`src/rtl/switch_debounce_events_if.sv`:
```
`default_nettype none
// ============================================================================
// Module      : switch_debounce_events_if
// Description : Bundle of the conditioned switch outputs and the sticky
//               press-event handshake between the switch block and the CPU.
//   o_Sw_Level   : debounced stable level per switch
//   o_Sw_Press   : one-cycle pulse on debounced 0->1
//   o_Sw_Release : one-cycle pulse on debounced 1->0
//   o_Evt_Mask   : sticky press flags
//   o_Evt_Valid  : any flag set
//   i_Evt_Ack    : CPU acknowledge, clears the flags
//   slave  modport : switch block side (drives the o_* signals)
//   master modport : CPU side (drives i_Evt_Ack)
// Revision    : 1.0 - initial release
// ============================================================================
interface switch_debounce_events_if #(
  parameter int NUM_SW = 4
);
  logic [NUM_SW-1:0] o_Sw_Level;
  logic [NUM_SW-1:0] o_Sw_Press;
  logic [NUM_SW-1:0] o_Sw_Release;
  logic [NUM_SW-1:0] o_Evt_Mask;
  logic              o_Evt_Valid;
  logic              i_Evt_Ack;

  modport slave (
    output o_Sw_Level,
    output o_Sw_Press,
    output o_Sw_Release,
    output o_Evt_Mask,
    output o_Evt_Valid,
    input  i_Evt_Ack
  );

  modport master (
    input  o_Sw_Level,
    input  o_Sw_Press,
    input  o_Sw_Release,
    input  o_Evt_Mask,
    input  o_Evt_Valid,
    output i_Evt_Ack
  );
endinterface
`default_nettype wire

```
`src/rtl/switch_debounce_events.sv`:
```
`default_nettype none
// ============================================================================
// Module      : switch_debounce_events
// Description : Conditions raw board switches into clean CPU-facing signals.
//               Per switch: 2-flop synchronizer, counter debouncer and
//               registered press/release pulses. Presses also set a sticky
//               flag that the CPU polls and clears with a valid/ack handshake.
// Ports       :
//   i_Clk    : system clock, rising edge
//   i_Rst_n  : asynchronous active-low reset
//   i_Switch : raw switch levels, active-high, asynchronous to i_Clk
//   evt      : switch_debounce_events_if.slave (levels, pulses, event mask,
//              valid, ack)
// Revision    : 1.0 - initial release
// ============================================================================
module switch_debounce_events #(
  parameter int NUM_SW          = 4,
  parameter int DEBOUNCE_CYCLES = 250000,
  parameter int CNT_W           = 18
) (
  input  logic                   i_Clk,
  input  logic                   i_Rst_n,
  input  logic [NUM_SW-1:0]      i_Switch,
  switch_debounce_events_if.slave evt
);

  // Terminal count: the new level is accepted on the edge the counter
  // would otherwise step past this value.
  localparam logic [CNT_W-1:0] c_CNT_MAX = CNT_W'(DEBOUNCE_CYCLES - 1);

  logic [NUM_SW-1:0] w_level;
  logic [NUM_SW-1:0] w_press;
  logic [NUM_SW-1:0] w_release;
  logic [NUM_SW-1:0] w_mask;

  generate
    for (genvar n = 0; n < NUM_SW; n++) begin : g_sw
      logic             r_meta;
      logic             r_sync;
      logic             r_level;
      logic             r_press;
      logic             r_release;
      logic             r_mask;
      logic [CNT_W-1:0] r_cnt;
      logic             w_accept;
      logic             w_press_next;

      // Synchronized input has differed from the stable level for
      // DEBOUNCE_CYCLES consecutive cycles.
      assign w_accept     = (r_sync != r_level) && (r_cnt == c_CNT_MAX);
      assign w_press_next = w_accept && r_sync;

      always_ff @(posedge i_Clk or negedge i_Rst_n) begin
        if (!i_Rst_n) begin
          r_meta    <= 1'b0;
          r_sync    <= 1'b0;
          r_level   <= 1'b0;
          r_press   <= 1'b0;
          r_release <= 1'b0;
          r_mask    <= 1'b0;
          r_cnt     <= '0;
        end else begin
          r_meta    <= i_Switch[n];
          r_sync    <= r_meta;
          r_press   <= w_press_next;
          r_release <= w_accept && !r_sync;
          // Set wins over a coincident acknowledge so no press is lost.
          r_mask    <= (r_mask & ~evt.i_Evt_Ack) | w_press_next;

          if (r_sync == r_level) begin
            r_cnt <= '0;
          end else if (w_accept) begin
            r_level <= r_sync;
            r_cnt   <= '0;
          end else begin
            r_cnt <= r_cnt + CNT_W'(1);
          end
        end
      end

      assign w_level[n]   = r_level;
      assign w_press[n]   = r_press;
      assign w_release[n] = r_release;
      assign w_mask[n]    = r_mask;
    end
  endgenerate

  assign evt.o_Sw_Level   = w_level;
  assign evt.o_Sw_Press   = w_press;
  assign evt.o_Sw_Release = w_release;
  assign evt.o_Evt_Mask   = w_mask;
  assign evt.o_Evt_Valid  = |w_mask;

endmodule
`default_nettype wire

```
`src/flat_wrapper.sv`:
```
// flat-port wrapper written by rule: the top's interface ports become plain ports
module switch_debounce_events_flat 
#(
  parameter int NUM_SW          = 4,
  parameter int DEBOUNCE_CYCLES = 250000,
  parameter int CNT_W           = 18
)
  (i_Clk, i_Rst_n, i_Switch, evt_o_Sw_Level, evt_o_Sw_Press, evt_o_Sw_Release, evt_o_Evt_Mask, evt_o_Evt_Valid, evt_i_Evt_Ack);
  switch_debounce_events_if #(.NUM_SW(NUM_SW)) evt_i ();
  input  logic i_Clk;
  input  logic i_Rst_n;
  input  logic [NUM_SW-1:0] i_Switch;
  output wire logic [$bits(evt_i.o_Sw_Level)-1:0] evt_o_Sw_Level;
  output wire logic [$bits(evt_i.o_Sw_Press)-1:0] evt_o_Sw_Press;
  output wire logic [$bits(evt_i.o_Sw_Release)-1:0] evt_o_Sw_Release;
  output wire logic [$bits(evt_i.o_Evt_Mask)-1:0] evt_o_Evt_Mask;
  output wire logic [$bits(evt_i.o_Evt_Valid)-1:0] evt_o_Evt_Valid;
  input wire logic [$bits(evt_i.i_Evt_Ack)-1:0] evt_i_Evt_Ack;
  assign evt_o_Sw_Level = evt_i.o_Sw_Level;
  assign evt_o_Sw_Press = evt_i.o_Sw_Press;
  assign evt_o_Sw_Release = evt_i.o_Sw_Release;
  assign evt_o_Evt_Mask = evt_i.o_Evt_Mask;
  assign evt_o_Evt_Valid = evt_i.o_Evt_Valid;
  assign evt_i.i_Evt_Ack = evt_i_Evt_Ack;
  switch_debounce_events #(.NUM_SW(NUM_SW), .DEBOUNCE_CYCLES(DEBOUNCE_CYCLES), .CNT_W(CNT_W)) u_core (.i_Clk(i_Clk), .i_Rst_n(i_Rst_n), .i_Switch(i_Switch), .evt(evt_i));
endmodule
```
`config.mk`:
```
export PLATFORM = sky130hd
export DESIGN_NAME = switch_debounce_events_flat
export DESIGN_NICKNAME = d
export VERILOG_FILES = /design/src/rtl/switch_debounce_events_if.sv /design/src/rtl/switch_debounce_events.sv /design/src/flat_wrapper.sv
export SDC_FILE = /design/constraint.sdc
export NUM_CORES = 1
export LEC_CHECK = 0
export CAP_MARGIN = 40
export CORE_AREA = 2 2 127 129
export DETAILED_ROUTE_END_ITERATION = 7
export DIE_AREA = 0 0 129 131
export HOLD_SLACK_MARGIN = 0.1
export PLACE_DENSITY = 0.51
export SLEW_MARGIN = 5
export SYNTH_ARGS = -nofsm -noshare
export SYNTH_HDL_FRONTEND = slang
export SYNTH_SLANG_ARGS = --single-unit
```
`constraint.sdc`:
```
create_clock -name i_Clk -period 4.1 [get_ports i_Clk]
set_input_delay 1.025 -clock i_Clk [delete_from_list [all_inputs] [get_ports i_Clk]]
set_output_delay 1.025 -clock i_Clk [all_outputs]
set_load 0.1 [all_outputs]
```
== Word level (Yosys, flattened, before mapping) ==
Cells that the tools add are included.

* Output and inout port bits: 17
* Flip-flop bits (word level): 96

* Multiplexer cells: 8
* Eq/ne operators: 12
* $add $sub $neg: 4
* Bitwise logic cells: 13
* Reductions and logical operators: 21

{| class="wikitable"
|+ Operators with widths
! kind !! count
|-
| 2-to-1 mux 18 bit || 8
|-
| adder 18 x 1 -> 18 bit (second input constant) || 4
|-
| == test 18 bit (second input constant) || 4
|-
| logical AND 1 bit || 12
|-
| AND reduction 2 bit || 4
|-
| NOT 1 bit || 5
|-
| AND 1 bit || 4
|-
| == test 1 bit || 4
|-
| logical NOT 1 bit || 4
|-
| inequality test 1 bit || 4
|-
| bitwise OR 1 bit || 4
|-
| OR reduction 4 bit || 1
|}

== Depth between registers and ports, before layout ==
Gate-level depths: netlist of the first run.

* Word-level depth: 4
* Gate-level depth with buffers: 7
* Mapped depth without buffers: 5

== Worst setup path after synthesis of the first run ==
No wires, ideal clock.

* Kind: register -> output
* Start point: register u_core.g_sw[3].r_mask
* End point: output port evt_o_Evt_Valid
* Buffers on the path: 0
* Setup slack: 1.752 ns
* Cell stages (with the launch flop): 3
* Data arrival time: 1.323 ns
* Data required time: 3.075 ns
* Path through: dfrtp_1 > inv_1 > nand4_1

* Word-level cells in the longest chain between the ends: 1

{| class="wikitable"
|+ RTL lines
! element !! line !! RTL
|-
| start, declared || switch_debounce_events.sv:43 || <nowiki>logic r_mask;</nowiki>
|-
| start signal, assigned || switch_debounce_events.sv:68 || <nowiki>r_mask <= (r_mask & ~evt.i_Evt_Ack) | w_press_next;</nowiki>
|-
| OR reduction 4 bit || switch_debounce_events.sv:92 || <nowiki>assign evt.o_Evt_Valid = |w_mask;</nowiki>
|-
| end, declared || flat_wrapper.sv:17 || <nowiki>output wire logic [$bits(evt_i.o_Evt_Valid)-1:0] evt_o_Evt_Valid;</nowiki>
|}

No other way between the ends.

== Final worst setup path of the first run ==
* Start point: register u_core.g_sw[2].r_mask
* End point: output port evt_o_Evt_Valid

* Word-level cells in the longest chain between the ends: 1

{| class="wikitable"
|+ RTL lines
! element !! line
|-
| start, declared || switch_debounce_events.sv:43
|-
| start signal, assigned || switch_debounce_events.sv:68
|-
| OR reduction 4 bit || switch_debounce_events.sv:92
|}

No other way between the ends.

==> run summary, run 1 <==
Setup Viol. Count Final: 0
Gpl congestion: 0.762
Synthesized area: 4540 um2
Flop pwr share: 53.5%
Overall Global Routing Usage: 11.6%
Final period util: 63.6%
1st-iter DRT viols: 196
Initial core utilization: 29.1%
Worst Hold Path EP: u_core.g_sw[3].r_sync$_DFF_PN0_
Max Slew Vio Count: 0
Peak VDD IR: 201 uV
CTS root buffer: clkbuf_16
Clock Latency Late Sink: 350 ps
Port buffer count: 23
Clock Skew: 6.37 ps
Overall power: 1.82 mW
Reg-to-reg critical path startpoint: u_core.g_sw[1].r_cnt[0]$_DFF_PN0_
Routed WL: 8830 um
Via/cell ratio: 4.64
WHS Path Cells: 0
Area Overhead vs Synth: 20.5%
CTS tree: yes
Sequential area share after synthesis: 52.9%
Gate power share: 3.5%
Cell variety after synth: 48
FILL cells: 1547
DR DRC count: 0
Power Density: 333 nW/um2
Vias in the first global route: 3194
H-tree depth: 3
Most frequent cells in the layout: dfrtp_1 (96), nor2_1 (69), xnor2_1 (32)
Dominant synthesized flop cell: dfrtp_1
Async SR Flop Fraction: 100%
ANT nets after route: 0
Setup bufs post-CTS: 0
Post-synthesis area per instance: 10.5 um2
YS warnings: 0
Layout cells sized above 1: 12.6%
DR WL/cell: 12.9 um
Mapped Nets: 443
Clk buf depth: 2
Most common cell after layout, fill and taps aside: dfrtp_1
CTS buffer count: 9
FF-to-FF path depth: 5
Reg area: 2400 um2
R2R Setup Slk: 1980 ps
WP data required: 3070 ps
CP Capture Type: output port
Post-synth EDFFs: 0
Critical path class: register to output port
Die area: 16900 um2
Psw: 0.425 mW
WP data arrival: 1580 ps
Antenna violations before repair: 0
Hold wc startpoint: u_core.g_sw[3].r_meta$_DFF_PN0_
Unrepaired setup endpoints after global routing: false
Hold buffer count at CTS: 0
Clk sinks: 96
Multi-input logic area: 1950 um2
Final HPWL DP: 6110 um
Worst slew pin tran: 858 ps
Leak: 2.20 nW
DRT Pass-1 Iters: 4
Maxcap violations: 0
Die Wd: 129 um
Tmin final: 2610 ps
Hold Fails Final Rpt: 0
HP Class: register to register
Setup TNS: 0 ps
CP Launch Type: register
Gr ovfl total: 0
Post_cts resized: 0
Worst Path Max Fanout: 2
Clk slew on worst S/H paths: 70 ps
Fin nets: 475
Outcome: completed
Max Freq: 383 MHz
Core Box Area: 15600 um2
# IOs: 24
DR vias: 3179
#FFs+latches synth: 96
Switching share of power: 23.4%
Row count: 46
Final core utilization: 35.1%
Die Y: 131 um
Pin count of the biggest net entering global routing: 53
FF-to-FF End: u_core.g_sw[1].r_cnt[7]$_DFF_PN0_
P_int: 1.40 mW
Synth Instances: 432
Clock power share: 43.0%
Relative slew slack: 42.2%
# diodes: 0
Worst Setup SP: u_core.g_sw[2].r_mask$_DFF_PN0_
First-pass GRT wire length: 15500 um
[layer usage]
metal | up-vias | track usage [%] | routed length (um)
li1 | 1563 | - | -
met1 | 1553 | 14.7 | 4360
met2 | 53 | 19.1 | 4060
met3 | 10 | 3.79 | 309
met4 | 0 | 3.26 | 95
met5 | - | 0 | 0
[synth_stat cells, types with 3 or more instances]
| master | count | area share [%] |
|---|---|---|
| buf_2 | 3 | 0.33 |
| xnor2_1 | 32 | 6.2 |
| clkbuf_1 | 3 | 0.25 |
| nand4_1 | 17 | 2.3 |
| nand2b_1 | 4 | 0.55 |
| nand4_2 | 3 | 0.83 |
| and4_1 | 6 | 1.2 |
| nor4_1 | 11 | 1.5 |
| and3_1 | 5 | 0.69 |
| nand2_1 | 21 | 1.7 |
| o21ai_0 | 3 | 0.33 |
| mux2_2 | 3 | 0.74 |
| a21oi_1 | 11 | 1.2 |
| o31ai_1 | 6 | 0.99 |
| o22ai_1 | 4 | 0.55 |
| inv_1 | 10 | 0.83 |
| ha_1 | 4 | 1.1 |
| or3_1 | 5 | 0.69 |
| xor2_1 | 25 | 4.8 |
| nor3b_1 | 5 | 0.83 |
| nor2_1 | 69 | 5.7 |
| or4_1 | 7 | 1.2 |
| nor3_1 | 9 | 0.99 |
| dfrtp_1 | 96 | 53 |
| buf_4 | 16 | 2.6 |
| nand3_1 | 26 | 2.9 |
[power groups by stage]
| stage | registers (mW) | logic, mW | clock network [mW] |
|---|---|---|---|
| 6_report | 0.974 | 0.0638 | 0.783 |
| 2_1_floorplan | 0.989 | 0.0270 | 0 |
| 3_5_place_dp | 0.992 | 0.0669 | 0 |
| 5_1_grt | 0.976 | 0.0750 | 0.851 |
| 4_1_cts | 0.974 | 0.0672 | 0.813 |
| 3_3_place_gp | 0.991 | 0.0629 | 0 |
[critical path, cell delays in order (launching register included)]
cell and delay (ps):
dfrtp_1 350, inv_1 60, nand4_1 90, clkdlybuf4s50_1 530, buf_8 210
[sequential cells by signal, summed over array words and instances (netlist names)]
register / cells
u_core.g_sw.r_release: 4
u_core.g_sw.r_mask: 4
u_core.g_sw.r_level: 4
u_core.g_sw.r_sync: 4
u_core.g_sw.r_press: 4
u_core.g_sw.r_cnt: 72
u_core.g_sw.r_meta: 4
[worst max-delay path by stage]
stage	end	cells after the start
floorplan	evt_o_Evt_Valid	2
global placement	evt_o_Evt_Valid	3
detailed placement	evt_o_Evt_Valid	4
CTS	evt_o_Evt_Valid	4
global route	evt_o_Evt_Valid	4
finish	evt_o_Evt_Valid	4
[layout make-up]
cell class,count,area share (%)
Tap cell,216,4.94
Sequential cell,96,43.9
Clock inverter,6,0.800
Timing Repair Buffer,45,9.95
Clock buffer,10,4.18
Inverter,10,0.686
Multi-Input combinational cell,302,35.6
[logic make-up (layout without fill, tap and decap cells)]
family                     count (synthesis)  count (layout)  synth area share [%]
and+or+nand+nor                          207             207                  24.8
DFF                                       96              96                  52.9
xor gates and xnor gates                  57              57                  11.0
buffers and inverters                     34              71                  4.27
AOI/OAI and AO/OA                         30              30                  4.82
adders and majority gates                  4               4                  1.10
muxes                                      4               4                  1.07
[stage by stage]
step	hold slack (ps)	setup slack, ps	area, um2	instances
2_1_floorplan	331	1750	4540	432
4_1_cts	363	1450	5470	685
6_report	359	1490	5470	685
3_3_place_gp	338	1490	4910	649
3_5_place_dp	338	1830	5200	669
5_1_grt	366	1390	5470	685
Note: power is estimated with default switching activity, not from simulation.
==> run 2: changes to the inputs <==
--- a/config.mk
+++ b/config.mk
@@ -10,7 +10,7 @@
 export DETAILED_ROUTE_END_ITERATION = 7
 export DIE_AREA = 0 0 129 131
 export HOLD_SLACK_MARGIN = 0.1
-export PLACE_DENSITY = 0.51
+export PLACE_DENSITY = 0.52
 export SLEW_MARGIN = 5
 export SYNTH_ARGS = -nofsm -noshare
 export SYNTH_HDL_FRONTEND = slang
==> constraint.sdc (replaced) <==
create_clock -name i_Clk -period 2.1 [get_ports i_Clk]
set_input_delay 0.525 -clock i_Clk [delete_from_list [all_inputs] [get_ports i_Clk]]
set_output_delay 0.525 -clock i_Clk [all_outputs]
set_load 0.1 [all_outputs]
==> run summary, run 2 (synthesized netlist as in run 1, its figures left out) <==
Switching share of power: 20.9% (-2.4 points)
CTS root buffer: clkbuf_16
Pre-CTS setup slack: 200 ps (-1630 ps)
Initial core utilization: 29.1% (unchanged)
Antenna violations before repair: 0 (unchanged)
CP Launch Type: register
Most frequent cells in the layout: dfrtp_1 (96), nor2_1 (69), xnor2_1 (32)
Overall power: 3.71 mW (+100%)
Psw: 0.778 mW (+83%)
Die Wd: 129 um (unchanged)
DRT Pass-1 Iters: 8 (+4)
Row count: 46 (unchanged)
Flop pwr share: 51.2% (-2.3 points)
Hold Fails Final Rpt: 0 (unchanged)
Fin area: 5330 um2 (-2.6%)
Worst hold margin: 129 ps (-230 ps)
Leak: 2.19 nW (-0.31%)
Pin count of the biggest net entering global routing: 36 (-32%)
Gr ovfl total: 0 (unchanged)
Clock power share: 45.2% (+2.2 points)
Unrepaired setup endpoints after global routing: false
Clk buf depth: 2 (unchanged)
1st-iter DRT viols: 210 (+7.1%)
Die Y: 131 um (unchanged)
Gate power share: 3.5% (about the same)
Reg-to-reg critical path startpoint: u_core.g_sw[0].r_cnt[9]$_DFF_PN0_
Final period util: 91.4%
Setup Viol. Count Final: 0 (unchanged)
Worst Setup SP: u_core.g_sw[0].r_cnt[9]$_DFF_PN0_
Gpl congestion: 0.785 (+3.0%)
# IOs: 24 (unchanged)
Max reg flops: 72 (unchanged)
Setup bufs post-CTS: 0 (unchanged)
DR DRC count: 2 (+2)
DR vias: 3135 (-1.4%)
CTS tree: yes
CP Capture Type: register
Hold buffer count at CTS: 0 (unchanged)
Max Freq: 521 MHz
Final HPWL DP: 6200 um (+1.4%)
Area Overhead vs Synth: 17.4%
# diodes: 0 (unchanged)
Setup TNS: 0 ps (unchanged)
WP data required: 2330 ps (-740 ps)
Via/cell ratio: 4.65 (+0.23%)
Clk sinks: 96 (unchanged)
Clock Skew: 8.93 ps (+2.57 ps)
Worst slew pin tran: 475 ps (-383 ps)
Final core utilization: 34.2% (-0.91 points)
HP Class: primary input to async pin
First-pass GRT wire length: 15000 um (-3.2%)
Die area: 16900 um2 (unchanged)
Tmin final: 1920 ps
Final WS setup: 180 ps (-1310 ps)
Multi-input logic area: 1950 um2 (unchanged)
Outcome: finished with violations
Non-filler cells, final: 674 (-1.6%)
Relative slew slack: 68.3% (+26 points)
Max Slew Vio Count: 0 (unchanged)
CTS buffer count: 9 (unchanged)
Clock Latency Late Sink: 350 ps (about the same)
Clk slew on worst S/H paths: 60 ps (about the same)
Port buffer count: 23 (unchanged)
WP data arrival: 2150 ps (+570 ps)
Core Box Area: 15600 um2 (unchanged)
FILL cells: 1556 (+0.58%)
Routed WL: 8740 um (-1.0%)
P_int: 2.94 mW (+110%)
Placed insts: 660 (-1.3%)
Power Density: 696 nW/um2 (+110%)
DR WL/cell: 13.0 um (+0.62%)
Overall Global Routing Usage: 11.3% (-0.32 points)
Vias in the first global route: 3082 (-3.5%)
H-tree depth: 3 (unchanged)
Largest register by flop count: u_core.g_sw.r_cnt
Fin nets: 466 (-1.9%)
Layout cells sized above 1: 14.4% (+1.8 points)
Critical path class: register to register
Post-DP Area: 5030 um2 (-3.3%)
Peak VDD IR: 364 uV (+81%)
Post_cts resized: 0 (unchanged)
ANT nets after route: 0 (unchanged)
Failing checks: design-rule violations
Most common cell after layout, fill and taps aside: dfrtp_1
Worst Path Max Fanout: 6 (+4)
Reg area: 2400 um2 (unchanged)
Maxcap violations: 0 (unchanged)
[run 2: cell types whose count changed in the layout (fill, tap and decap cells not counted)]
| cell | before | now |
|---|---|---|
| buf_12 | 1 | 7 |
| buf_4 | 2 | 24 |
| buf_6 | 3 | 0 |
| buf_8 | 17 | 0 |
| bufinv_16 | 0 | 1 |
| clkbuf_1 | 1 | 0 |
| clkbuf_8 | 0 | 3 |
| clkdlybuf4s50_1 | 22 | 5 |
| clkinv_2 | 1 | 0 |
| clkinv_4 | 0 | 1 |
| clkinvlp_4 | 4 | 0 |
| inv_6 | 1 | 0 |
[run 2: worst paths after layout]
path	slack [ps]	end	cells after the start
max	180	u_core.g_sw[0].r_level$_DFFE_PN0P_	4
min	130	u_core.g_sw[0].r_cnt[17]$_DFF_PN0_	1
max reg2reg	180	u_core.g_sw[0].r_level$_DFFE_PN0P_	4
min reg2reg	350	u_core.g_sw[3].r_sync$_DFF_PN0_	0
max in group asynchronous	1400	u_core.g_sw[1].r_cnt[12]$_DFF_PN0_	2
min in group i_Clk	350	u_core.g_sw[3].r_sync$_DFF_PN0_	0
[run 2: worst max-delay path, cell delays in order, from the launching register on]
cell and delay [ps]:
dfrtp_1 460, nor4b_2 300, nand2_1 140, or4_4 600, mux2_4 310
[run 2: per-layer routing]
layer / wire, um / vias to the layer above / track usage (%)
met5: 0 / - / 0
met4: 125 / 0 / 3.90
met3: 421 / 10 / 3.66
met2: 3920 / 62 / 16.9
met1: 4280 / 1518 / 15.4
li1: - / 1545 / -
[run 2: cell type report]
type | count | area share [%]
flip-flops and latches | 96 | 45.1
repair buffers | 36 | 6.95
inverters | 10 | 0.704
multi-input cells | 302 | 36.5
clock buffers | 12 | 5.00
clock inverters | 2 | 0.728
well taps | 216 | 5.07
[run 2: power groups by stage]
stage          sequential [mW]  clock, mW  combinational [mW]
2_1_floorplan             1.93          0              0.0528
3_3_place_gp              1.94          0               0.137
3_5_place_dp              1.94          0               0.137
4_1_cts                   1.90       1.74               0.138
5_1_grt                   1.90       1.81               0.153
6_report                  1.90       1.68               0.132
==> run 3: changes to the inputs <==
--- a/config.mk
+++ b/config.mk
@@ -11,7 +11,8 @@
 export DIE_AREA = 0 0 129 131
 export HOLD_SLACK_MARGIN = 0.1
 export PLACE_DENSITY = 0.52
-export SLEW_MARGIN = 5
+export SETUP_SLACK_MARGIN = 0.5
+export SLEW_MARGIN = 20
 export SYNTH_ARGS = -nofsm -noshare
 export SYNTH_HDL_FRONTEND = slang
 export SYNTH_SLANG_ARGS = --single-unit
==> run summary, run 3 (synthesized netlist as in run 1, its figures left out) <==
Relative slew slack: 69.2% (+0.93 points)
Clk sinks: 96 (unchanged)
Clock power share: 44.1% (-1.1 points)
CTS buffer count: 9 (unchanged)
Max reg flops: 72 (unchanged)
CP Capture Type: output port
Flop pwr share: 50.4% (-0.8 points)
Hold Fails Final Rpt: 0 (unchanged)
Clock Skew: 6.83 ps (-2.10 ps)
# IOs: 24 (unchanged)
FF-to-FF path depth: 4 (unchanged)
Gpl congestion: 0.765 (-2.5%)
Die Wd: 129 um (unchanged)
CTS root buffer: clkbuf_16
Largest register by flop count: u_core.g_sw.r_cnt
Vias in the first global route: 3639 (+18%)
P_int: 2.95 mW (+0.48%)
CP Launch Type: register
Core Box Area: 15600 um2 (unchanged)
DR WL/cell: 14.2 um (+9.8%)
Port buffer count: 23 (unchanged)
Most common cell after layout, fill and taps aside: buf_4
Setup TNS: 0 ps (unchanged)
DRT Pass-1 Iters: 4 (-4)
Die area: 16900 um2 (unchanged)
Maxcap violations: 0 (unchanged)
Max Freq: 557 MHz (+6.9%)
Worst slew pin tran: 461 ps (-13.9 ps)
Die Y: 131 um (unchanged)
Critical path class: register to output port
FF-to-FF End: u_core.g_sw[0].r_level$_DFFE_PN0P_
Switching share of power: 22.0% (+1.1 points)
Reg-to-reg critical path startpoint: u_core.g_sw[0].r_cnt[13]$_DFF_PN0_
# diodes: 0 (unchanged)
Overall Global Routing Usage: 12.9% (+1.6 points)
Area Overhead vs Synth: 43.5%
Pin count of the biggest net entering global routing: 45 (+25%)
Clock Latency Late Sink: 350 ps (about the same)
Setup Viol. Count Final: 0 (unchanged)
WP data arrival: 1270 ps (-880 ps)
Routed WL: 10600 um (+22%)
Peak VDD IR: 369 uV (+1.3%)
DR DRC count: 0 (-2)
Gr ovfl total: 0 (unchanged)
Most frequent cells in the layout: buf_4 (79), dfrtp_1 (75), xnor2_1 (32)
Clk buf depth: 2 (unchanged)
WP data required: 1570 ps (-760 ps)
Final period util: 85.5% (-5.9 points)
Layout cells sized above 1: 47.5% (+33 points)
Via/cell ratio: 4.75 (+2.1%)
Tmin final: 1800 ps (-124 ps)
Placed insts: 660 (unchanged)
Row count: 46 (unchanged)
Clk slew on worst S/H paths: 60 ps (about the same)
Power Density: 580 nW/um2 (-17%)
Worst Path Max Fanout: 2 (-4)
Fin nets: 538 (+15%)
Unrepaired setup endpoints after global routing: true
1st-iter DRT viols: 148 (-30%)
Max Slew Vio Count: 0 (unchanged)
H-tree depth: 3 (unchanged)
First-pass GRT wire length: 17200 um (+14%)
DR vias: 3549 (+13%)
Gate power share: 5.5% (+2.0 points)
Non-filler cells, final: 747 (+11%)
CTS tree: yes
Psw: 0.833 mW (+7.1%)
R2R Setup Slk: 310 ps (+130 ps)
HP Class: primary input to async pin
Antenna violations before repair: 0 (unchanged)
Leak: 2.62 nW (+19%)
ANT nets after route: 0 (unchanged)
Final HPWL DP: 6340 um (+2.2%)
Outcome: completed
Initial core utilization: 29.1% (unchanged)
==> run 3: worst max-delay path by stage <==
stage | startpoint | end | cells past startpoint
finish | u_core.g_sw[0].r_mask$_DFF_PN0_ | evt_o_Evt_Valid | 3
global route | u_core.g_sw[3].r_mask$_DFF_PN0_ | evt_o_Evt_Valid | 3
CTS | u_core.g_sw[0].r_mask$_DFF_PN0_ | evt_o_Evt_Valid | 3
detailed placement | u_core.g_sw[0].r_cnt[10]$_DFF_PN0_ | u_core.g_sw[0].r_level$_DFFE_PN0P_ | 4
global placement | u_core.g_sw[0].r_cnt[10]$_DFF_PN0_ | u_core.g_sw[0].r_level$_DFFE_PN0P_ | 4
floorplan | u_core.g_sw[0].r_mask$_DFF_PN0_ | evt_o_Evt_Valid | 2
==> run 3: area by class of cell <==
cell class / instances / area, um2
Sequential cell: 96 / 2430
Clock inverter: 3 / 42.5
Tap cell: 216 / 270
Clock buffer: 12 / 256
Fill cell: 1491 / 9080
Timing Repair Buffer: 108 / 1000
Multi-Input combinational cell: 302 / 2480
Inverter: 10 / 37.5
==> run 3: power groups by stage <==
stage / sequential (mW) / clock [mW] / combinational, mW
floorplan: 1.93 / 0 / 0.0647
global placement: 1.94 / 0 / 0.144
detailed placement: 1.94 / 0 / 0.147
CTS: 1.90 / 1.70 / 0.180
global route: 1.91 / 1.79 / 0.232
finish: 1.91 / 1.67 / 0.208
==> run 3: repair_timing <==
item	CTS	global route
hold buffers	0	0
buffers inserted	50	19
hold endpoints to repair	0	0
gates resized for setup	55	98
gates cloned	1	2
setup endpoints to repair	51	85
pin swaps	23	33
==> run 3: stage by stage <==
stage | power (mW) | utilization [%] | hold slack [ps] | worst slack, ps | area (um2)
global placement | 2.08 | 32.9 | 332 | 255 | 5130
global route | 3.93 | 41.8 | 157 | 263 | 6520
floorplan | 2.00 | - | 229 | 253 | 4690
finish | 3.78 | 41.8 | 129 | 304 | 6520
CTS | 3.79 | 38.4 | 142 | 307 | 5990
detailed placement | 2.09 | 32.9 | 341 | 232 | 5130
==> run 3: metal layers <==
metal	wire length, um	global-route usage (%)
met5	0	0
met4	318	4.86
met3	334	4.28
met2	5330	21.5
met1	4650	15.6
==> run 3: worst max-delay path: stages, from the launching register on <==
cell and delay [ps]:
dfrtp_1 390, inv_2 80, nand4_1 200, buf_12 250
